`src/rtl/heartbeat_monitor.sv`:
```
`default_nettype none
// ============================================================================
// Module  : heartbeat_monitor
// Brief   : Multi-channel beat tracker with sticky fast/slow interval alarms
//           and last measured inter-beat gap per channel.
// Revision: 1.0 - initial release
// ============================================================================
module heartbeat_monitor #(
  parameter int NCH      = 2,
  parameter int CNT_BITS = 4,
  parameter int MIN_GAP  = 3,
  parameter int MAX_GAP  = 6
) (
  input  logic                    clk_2,
  input  logic                    reset,
  input  logic [NCH-1:0]          beat,
  input  logic [NCH-1:0]          enable,
  input  logic                    clear,
  output logic [NCH-1:0]          present,
  output logic [NCH-1:0]          fast_alarm,
  output logic [NCH-1:0]          slow_alarm,
  output logic                    any_alarm,
  output logic [NCH*CNT_BITS-1:0] last_gap
);

  typedef enum logic [0:0] {
    ST_IDLE  = 1'b0,
    ST_TRACK = 1'b1
  } state_t;

  localparam logic [CNT_BITS-1:0] c_cnt_max = '1;
  localparam logic [CNT_BITS-1:0] c_min_gap = CNT_BITS'(MIN_GAP);
  localparam logic [CNT_BITS-1:0] c_max_gap = CNT_BITS'(MAX_GAP);

  generate
    for (genvar i = 0; i < NCH; i++) begin : g_ch
      state_t              r_state;
      state_t              w_state_nxt;
      logic [CNT_BITS-1:0] r_cnt;
      logic [CNT_BITS-1:0] w_cnt_nxt;
      logic [CNT_BITS-1:0] w_cnt_inc;
      logic [CNT_BITS-1:0] r_gap;
      logic [CNT_BITS-1:0] w_gap_nxt;
      logic                r_beat_q;
      logic                r_fast;
      logic                r_slow;
      logic                w_fast_nxt;
      logic                w_slow_nxt;
      logic                w_evt;

      assign w_evt     = beat[i] & ~r_beat_q & enable[i];
      assign w_cnt_inc = (r_cnt == c_cnt_max) ? r_cnt : r_cnt + 1'b1;

      // Clear is folded into the hold value so a same-cycle set still wins.
      always_comb begin
        w_state_nxt = r_state;
        w_cnt_nxt   = w_cnt_inc;
        w_gap_nxt   = r_gap;
        w_fast_nxt  = r_fast & ~clear;
        w_slow_nxt  = r_slow & ~clear;
        if (!enable[i]) begin
          w_state_nxt = ST_IDLE;
          w_cnt_nxt   = '0;
        end else begin
          case (r_state)
            ST_IDLE: begin
              if (w_evt) begin
                w_state_nxt = ST_TRACK;
                w_cnt_nxt   = '0;
              end
            end
            ST_TRACK: begin
              if (w_evt) begin
                w_gap_nxt = r_cnt;
                w_cnt_nxt = '0;
                if (r_cnt < c_min_gap) begin
                  w_fast_nxt = 1'b1;
                end
              end else if (r_cnt == c_max_gap) begin
                w_state_nxt = ST_IDLE;
                w_slow_nxt  = 1'b1;
              end
            end
            default: w_state_nxt = ST_IDLE;
          endcase
        end
      end

      always_ff @(posedge clk_2 or posedge reset) begin
        if (reset) begin
          r_state  <= ST_IDLE;
          r_cnt    <= '0;
          r_gap    <= '0;
          r_beat_q <= 1'b0;
          r_fast   <= 1'b0;
          r_slow   <= 1'b0;
        end else begin
          r_state  <= w_state_nxt;
          r_cnt    <= w_cnt_nxt;
          r_gap    <= w_gap_nxt;
          r_beat_q <= beat[i];
          r_fast   <= w_fast_nxt;
          r_slow   <= w_slow_nxt;
        end
      end

      assign present[i]                        = (r_state == ST_TRACK);
      assign fast_alarm[i]                     = r_fast;
      assign slow_alarm[i]                     = r_slow;
      assign last_gap[i*CNT_BITS +: CNT_BITS]  = r_gap;
    end
  endgenerate

  assign any_alarm = |{fast_alarm, slow_alarm};

endmodule
`default_nettype wire

```
`config.mk`:
```
export PLATFORM = sky130hd
export DESIGN_NAME = heartbeat_monitor
export DESIGN_NICKNAME = d
export VERILOG_FILES = /design/src/rtl/heartbeat_monitor.sv
export SDC_FILE = /design/constraint.sdc
export NUM_CORES = 1
export LEC_CHECK = 0
export ABC_AREA = 1
export BUFFER_PORTS_ARGS = -buffer_cell sky130_fd_sc_hd__buf_2
export CORE_MARGIN = 2
export CORE_UTILIZATION = 53
export CTS_CLUSTER_DIAMETER = 30
export DETAILED_ROUTE_END_ITERATION = 6
export PLACE_DENSITY = 0.87
export SETUP_SLACK_MARGIN = 0.02
export SLEW_MARGIN = 0
export SYNTH_ARGS = -nofsm -noshare
export SYNTH_HDL_FRONTEND = slang
export SYNTH_SLANG_ARGS = --single-unit
```
`constraint.sdc`:
```
create_clock -name clk_2 -period 1.2 [get_ports clk_2]
set_input_delay 0.06 -clock clk_2 [delete_from_list [all_inputs] [get_ports clk_2]]
set_output_delay 0.06 -clock clk_2 [all_outputs]
set_load 0.02 [all_outputs]
```
; Yosys cells after proc, flatten, opt, wreduce, memory -nomap -nowiden
; Index checks and enable logic that the tools add are counted.
[classes]
n_addsub = 2
order_cmp = 2
n_eq_ne = 6
muxes = 32
bitwise_logic = 13
n_reduce_logical = 3
[ops]
columns = op, count
row1 = 2-to-1 mux 1 bit, 24
row2 = 2-to-1 mux 4 bit, 6
row3 = "adder 4 x 1 -> 4 bit, second input constant", 2
row4 = AND 1 bit, 8
row5 = "equality test 4 x 3 -> 1 bit, second input constant", 2
row6 = "equality test 4 bit, second input constant", 2
row7 = "< comparator 4 x 2 -> 1 bit, second input constant", 2
row8 = "inequality test 3 bit, second input constant", 2
row9 = AND reduction 3 bit, 2
row10 = inverter 1 bit, 5
row11 = one-hot mux 1 bit (2 select lines), 2
row12 = OR reduction 4 bit, 1
[totals]
regBits = 24
inputBits = 7
out_inout_bits = 15

; Logic depth before layout (Yosys ltp)
; Gate-level depths: netlist of run 1.
[depth]
word_depth = 6
depth_mapped = 6
depth_no_buf = 6

; Least setup slack after synthesis of run 1
; No wires, ideal clock.
[synth_path]
path_kind = register -> register
start = reg g_ch[1].r_cnt[1]
end = reg g_ch[1].r_fast
setup_ns = 0.065
t_arrival_ns = 0.942
setup_slack_ns = 0.193
path_stages_with_launch = 5
path_buffers = 0
period_less_slack_ns = 1.007
cell_sequence = dfrtp_1 ha_1 nor3_1 nand3_1 nand2_1
[synth_between]
elab_chain_len = 5
[synth_rtl]
columns = element, line_no
row1 = "start, declared", 39  ; logic [CNT_BITS-1:0] r_cnt;
row2 = "start signal, assigned", 99  ; r_cnt <= w_cnt_nxt;
row3 = < comparator 4 x 2 -> 1 bit, 76  ; if (r_cnt < c_min_gap) begin
row4 = 2-to-1 mux 1 bit, 76
row5 = 2-to-1 mux 1 bit, 73  ; if (w_evt) begin
row6 = 2-to-1 mux 1 bit, 65  ; case (r_state)
row7 = 2-to-1 mux 1 bit, 61  ; if (!enable[i]) begin
row8 = via g_ch[1].w_fast_nxt, 47  ; logic w_fast_nxt;
row9 = "end signal, assigned", 102  ; r_fast <= w_fast_nxt;
row10 = "end, declared", 45  ; logic r_fast;
; The timed path passes the listed nets, and every way through them passes these cells.
; A chain may end at the register's enable or synchronous reset.

; Worst setup path in the final report of run 1
[layout_path]
start = reg g_ch[0].r_fast
end = out any_alarm
[layout_between]
elab_chain_len = 1
[layout_rtl]
columns = element, line_no
row1 = "start, declared", 45
row2 = "start signal, assigned", 102
row3 = OR reduction 4 bit, 114  ; assign any_alarm = |{fast_alarm, slow_alarm};
row4 = "end, declared", 22  ; output logic any_alarm,
; Every way passes these cells.

==> reports/metrics.yaml, run 1 <==
detailed_routing:
  num_vias: 1000
  drc: 0
  dr.first_iter.drc_count: 26
  dr.pass1.iters: 4
  wl_per_cell_um: 11.3
  vias_per_cell: 4.88
  wl_um: 2310
  ant_nets: 0
grt:
  globalRouteTotalUtil: 0.184
  met2_usage: 0.288
  top_usage_layer: "met2"
  grt_max_degree: 25
  grt_use_met3: 0.0439
  grt_first_pass_wirelength_um: 3560
  grt_pass1_vias: 868
  antenna_found_initial: 0
  grt_overflow_total: 0
  grt_util_met1: 0.244
logic_synthesis:
  synth.avg_cell_area_sq_um: 8.08
  synth_fa_ha_area_frac: 0.0421
  ys_seq_area_frac: 0.506
  synth_compound_area_frac: 0.0358
  synth_mux_area_frac: 0
  synth.distinct_cells: 19
  syn_inst: 147
  synth_warnings: 0
  ys_ff_latch: 24
  synth.area.top_cells: "dfrtp_1 51%, nand2_1 15%, nor2_1 6.0%"
  synth_top_area_cell: "dfrtp_1"
  synth-xor-area-share: 0
  synthSimpleGateAreaFrac: 0.309
  synth_top_family_by_area: "simple AND/OR/NAND/NOR gates"
  synth_top_area_frac: 0.506
  netlist_area_sq_mm: 0.00119
  syn_nets: 158
pwr:
  power.density_mw_per_mm2: 1200
  p_leak_nw: 0.822
  ir_worst_vdd_mv: 0.830
  power_mw: 1.72
sta:
  final.period_utilization: 0.939
  rsz0062_at_grt: "true"
  hold_violations: 0
  maxSlewViolCount: 0
  worst_pin_slew_ns: 0.298
  period_needed_ns: 1.13
  relSlewSlack: 0.802
  holdWs_ns: 0.0306
  setup_viol: 0
  clock.fmax_ghz: 0.888
  finClkSkew_ns: 0.0166
cts:
  root_buffer: "clkbuf_4"
  cts_buffers: 3
  clkTransAtPathRegs_ns: 0.14
  htreeDepth: 1
  clk_path_buf_depth: 2
  clk_latency_ns: 0.33
  cts_tree: "built"
  cts_sinks: 24
worst_setup_path:
  r2r-end: "g_ch[1].r_cnt[3]"
  reg2reg_from: "g_ch[1].r_cnt[0]"
  start_kind: "flip-flop"
  arrival_ns: 1.07
  rr_worst_depth: 5
  cp_max_fo: 3
  ff2ff_setup_slack_ns: 0.10
  worst-endpoint-required_ns: 1.14
  crit_type: "flip-flop to primary output"
  crit_path_end_kind: "primary output"
hold_path:
  hold_start: "enable[1]"
  hold_class: "input port to flip-flop"
  min_to: "g_ch[1].r_state"
  hold_depth: 3
flow_run:
  maxCapViolations: 0
layout:
  utilization: 0.664
  antenna_cells: 0
  register_area_sq_um: 602
  drive_above_1_share: 0.266
  synthToLayoutAreaGrowth_pct: 21.4
  layout.nets: 189
  fill_cells: 164
  multiInputGateArea_sq_um: 469
die:
  initial_core_util: 0.547
  num_rows: 17
  core_area_sq_mm: 0.00217
  fp.dieH_um: 51.3
  dieWidth_um: 51.3
  dieArea_sq_mm: 0.00263
  io_pins: 22
placement:
  routabilityCongestion: 0.826
  dp_hpwl_um: 1600
  numPortBuffers: 21
status:
  status: "finished, final reports clean"
-- state kept, by name (all words and copies together) (netlist names) --
signal	cells
g_ch.r_state	2
g_ch.r_slow	2
g_ch.r_cnt	8
g_ch.r_gap	8
g_ch.r_beat_q	2
g_ch.r_fast	2
-- stage by stage --
| step | instance area (sq um) | TNS, ns | instances | worst slack [ns] |
|---|---|---|---|---|
| after floorplan | 1190 | 0 | 147 | 0.193 |
| after global placement | 1280 | 0 | 190 | 0.131 |
| after detailed placement | 1280 | 0 | 190 | 0.0654 |
| after CTS | 1370 | 0 | 198 | 0.0342 |
| after global routing | 1440 | -0.00194 | 205 | -0.00194 |
| final | 1440 | 0 | 205 | 0.0736 |
-- layer usage --
metal / up-vias / share of wire
li1: 510 / -
met1: 461 / 0.47
met2: 24 / 0.47
met3: 5 / 0.042
met4: 0 / 0.015
met5: - / 0
-- cell type report --
cell class                      count  share of cell area
Sequential cell                    24               0.418
Multi-Input combinational cell     97               0.326
Timing Repair Buffer               33               0.147
Inverter                           19              0.0495
Tap cell                           28              0.0243
Clock inverter                      1              0.0208
Clock buffer                        3              0.0156
-- worst max path at each step --
stage	startpoint	endpoint	slack (ns)	cells after the start
finish	g_ch[0].r_fast	any_alarm	0.07	3
detailed placement	g_ch[1].r_cnt[1]	g_ch[1].r_cnt[3]	0.07	5
floorplan	g_ch[1].r_cnt[1]	g_ch[1].r_fast	0.19	4
global route	g_ch[1].r_fast	any_alarm	-0.002	3
global placement	g_ch[1].r_cnt[1]	g_ch[1].r_fast	0.13	4
CTS	g_ch[1].r_cnt[1]	g_ch[1].r_cnt[3]	0.03	5
-- timing repair --
action / CTS / global route
endpoints found under the hold margin: 28 / 0
gates resized for setup: 0 / 8
buffers inserted: 0 / 7
setup endpoints to repair: 0 / 10
hold buffers: 4 / 0
-- synthesized netlist by cell type, drive strengths merged --
master / instances
a21oi: 1
buf: 7
dfrtp: 24
ha: 4
inv: 19
nand2: 50
nand3: 9
nand4: 2
nor2: 21
nor3: 3
o21ai: 5
o22ai: 2
-- cell families (layout without fill, tap and decap cells) --
logic type,Yosys count,count (layout)
AND/OR/NAND/NOR,85,85
buffers and inverters,26,56
flip-flops,24,24
AO/OA/AOI/OAI,8,8
adder cells (fa/ha/maj),4,4
-- power breakdown --
group	internal, mW	switching [mW]	leakage [nW]	total, mW
combinational	0.0940	0.148	0.473	0.242
clock	0.338	0.253	0.0279	0.591
sequential	0.855	0.0353	0.321	0.890
total	1.29	0.437	0.822	1.72
-- layout by cell type, fill, tap and decap left out --
cell type	n
ha_1	2
buf_6	1
dfrtp_1	23
dlygate4sd3_1	4
nor2_2	3
nand4_1	2
buf_2	20
nand3_2	1
o22ai_1	2
nand3_1	8
ha_2	2
o21ai_1	5
nand2_2	3
nor3_2	1
buf_4	8
inv_2	2
bufinv_16	1
nor2_1	17
clkbuf_4	3
nor3_1	2
inv_1	17
nand2_1	47
a21oi_1	1
nor2_4	1
dfrtp_2	1
-- critical path, cell delays in order (launching register included) --
cell	delay (ns)
dfrtp_1	0.43
nor2_2	0.11
nand2_1	0.07
buf_6	0.13
(Power assumes the default switching activity.)
==> run 2, diff against run 1 <==
--- a/config.mk
+++ b/config.mk
@@ -7,7 +7,7 @@
 export LEC_CHECK = 0
 export ABC_AREA = 1
 export BUFFER_PORTS_ARGS = -buffer_cell sky130_fd_sc_hd__buf_2
-export CORE_MARGIN = 2
+export CORE_MARGIN = 1
 export CORE_UTILIZATION = 53
 export CTS_CLUSTER_DIAMETER = 30
 export DETAILED_ROUTE_END_ITERATION = 6
==> reports/metrics.yaml, run 2 (synthesis results as in run 1) <==
status:
  status: "finished, final reports clean"
layout:
  fill_cells: 168  # +2.4%
  layout.nets: 182  # -3.7%
  layout_common_cells: "47 x nand2_1, 23 x dfrtp_1, 21 x buf_2"
  final_common_cell: "nand2_1"
  reg.largest.list: "g_ch.r_cnt x8, g_ch.r_gap x8"
  antenna_cells: 0  # unchanged
  fin_cells: 197  # -3.9%
  synthToLayoutAreaGrowth_pct: 14.8
  drive_above_1_share: 0.229  # -0.0361
grt:
  antenna_found_initial: 0  # unchanged
  grt_max_degree: 25  # unchanged
  grt_overflow_total: 0  # unchanged
  grt_pass1_vias: 924  # +6.5%
  globalRouteTotalUtil: 0.191  # +0.00748
  grt_first_pass_wirelength_um: 3570  # +0.39%
sta:
  maxSlewViolCount: 0  # unchanged
  fin_setup_tns_ns: 0  # unchanged
  worst_pin_slew_ns: 0.303  # +0.00558 ns
  finClkSkew_ns: 0.00250  # -0.0141 ns
  setup_viol: 0  # unchanged
  final.period_utilization: 0.931  # -0.00731
  period_needed_ns: 1.12  # -0.00878 ns
  hold_violations: 0  # unchanged
  clock.fmax_ghz: 0.895  # +0.79%
  relSlewSlack: 0.798  # -0.00372
  setup_slack_ns: 0.0823  # +0.00878 ns
  rsz0062_at_grt: "false"
worst_setup_path:
  cpPeakStageDelay_ns: 0.41  # -0.02 ns
  start_kind: "flip-flop"
  crit_path_end_kind: "primary output"
  worst-endpoint-required_ns: 1.14  # about the same
  cp_slowest_cell: "dfrtp_1"
  crit_type: "flip-flop to primary output"
  path_cells: "nor2_1, nand2_1, buf_2"
  arrival_ns: 1.06  # about the same
  cp_max_fo: 3  # unchanged
pwr:
  p_int_mw: 1.12  # -13%
  clkPwrFrac: 0.276  # -0.067
  power.density_mw_per_mm2: 1130  # -5.5%
  p_sw_mw: 0.418  # -4.4%
  pwr-share-comb: 0.146  # +0.005
  ir_worst_vdd_mv: 0.609  # -27%
  p_leak_nw: 0.776  # -5.6%
  swShare: 0.271  # +0.0179
  pwr-share-seq: 0.578  # +0.062
placement:
  dp_slack_ns: 0.0610  # -0.00438 ns
  dp_hpwl_um: 1550  # -2.9%
  routabilityCongestion: 0.856  # +3.6%
  numPortBuffers: 21  # unchanged
  dp_cells: 189  # -0.53%
die:
  fp.dieH_um: 49.3  # -3.9%
  num_rows: 16  # -1
  dieWidth_um: 49.3  # -3.9%
  io_pins: 22  # unchanged
  core_area_sq_mm: 0.00204  # -5.9%
  dieArea_sq_mm: 0.00243  # -7.6%
  initial_core_util: 0.581  # +0.0342
cts:
  clk_path_buf_depth: 2  # unchanged
  cts_setup_buffers: 0  # unchanged
  cts_sinks: 24  # unchanged
  clkTransAtPathRegs_ns: 0.13  # about the same
  htreeDepth: 1  # unchanged
  root_buffer: "clkbuf_4"
  cts_buffers: 3  # unchanged
  clk_latency_ns: 0.31  # -0.02 ns
  cts_tree: "built"
detailed_routing:
  wl_met1_um: 939  # -13%
  dr.first_iter.drc_count: 27  # +3.8%
  route.met3.wl_um: 90  # -6.3%
  vias_per_cell: 4.91  # +0.73%
  dr.pass1.iters: 4  # unchanged
  wl_per_cell_um: 10.4  # -7.9%
  drc: 0  # unchanged
  num_vias: 968  # -3.2%
  wl_met2_um: 982  # -10%
  wl_um: 2040  # -12%
  ant_nets: 0  # unchanged
  highest_layer: "met4"
hold_path:
  hold_class: "input port to flip-flop"
flow_run:
  maxCapViolations: 0  # unchanged
-- run 2: routing by layer --
metal	vias to the layer above	global-route usage
met4	0	0.103
met1	447	0.244
li1	493	-
met5	-	0
met3	2	0.0280
met2	26	0.311
-- run 2: layout make-up --
cell class,instances,area (sq um),area share
Sequential cell,24,602,0.442
Multi-Input combinational cell,97,467,0.343
Timing Repair Buffer,26,153,0.112
Inverter,19,71.3,0.0523
Clock buffer,4,36.3,0.0266
Tap cell,27,33.8,0.0248
-- run 2: path summary, 6_finish.rpt --
path / start / endpoint / slack (ns) / depth (start not counted)
min: enable[1] / g_ch[1].r_cnt[3] / 0.04 / 3
max: g_ch[1].r_slow / any_alarm / 0.08 / 3
min reg2reg: g_ch[1].r_gap[1] / g_ch[1].r_gap[1] / 0.49 / 2
max in group asynchronous: reset / g_ch[1].r_cnt[1] / 0.66 / 4
min in group asynchronous: reset / g_ch[1].r_cnt[0] / 0.30 / 4
max reg2reg: g_ch[1].r_cnt[1] / g_ch[1].r_fast / 0.09 / 4
-- run 2: power groups by stage --
stage	Clock, mW	Sequential (mW)	Combinational (mW)
after floorplan	0	0.930	0.126
after global placement	0	0.901	0.210
after detailed placement	0	0.903	0.216
after CTS	0.440	0.888	0.227
after global routing	0.464	0.897	0.253
final	0.425	0.890	0.225
-- run 2: critical path: cells and delay by family, from the launching register on --
kind                   cells  cell delay [ns]
and+or+nand+nor            2             0.18
DFF                        1             0.41
buffers and inverters      1             0.15
-- run 2: repair_timing --
action	CTS	global route
hold buffers	4	0
endpoints found under the hold margin	27	0
setup endpoints to repair	0	9
resized for setup	0	5
-- run 2: per-stage QoR --
step	utilization	area (sq um)	hold WS [ns]	total power [mW]
2_1_floorplan	-	1190	0.0746	1.06
6_report	0.667	1360	0.0367	1.54
4_1_cts	0.663	1350	0.0227	1.55
3_5_place_dp	0.626	1280	0.118	1.12
5_1_grt	0.667	1360	0.0402	1.61
3_3_place_gp	0.626	1280	0.113	1.11
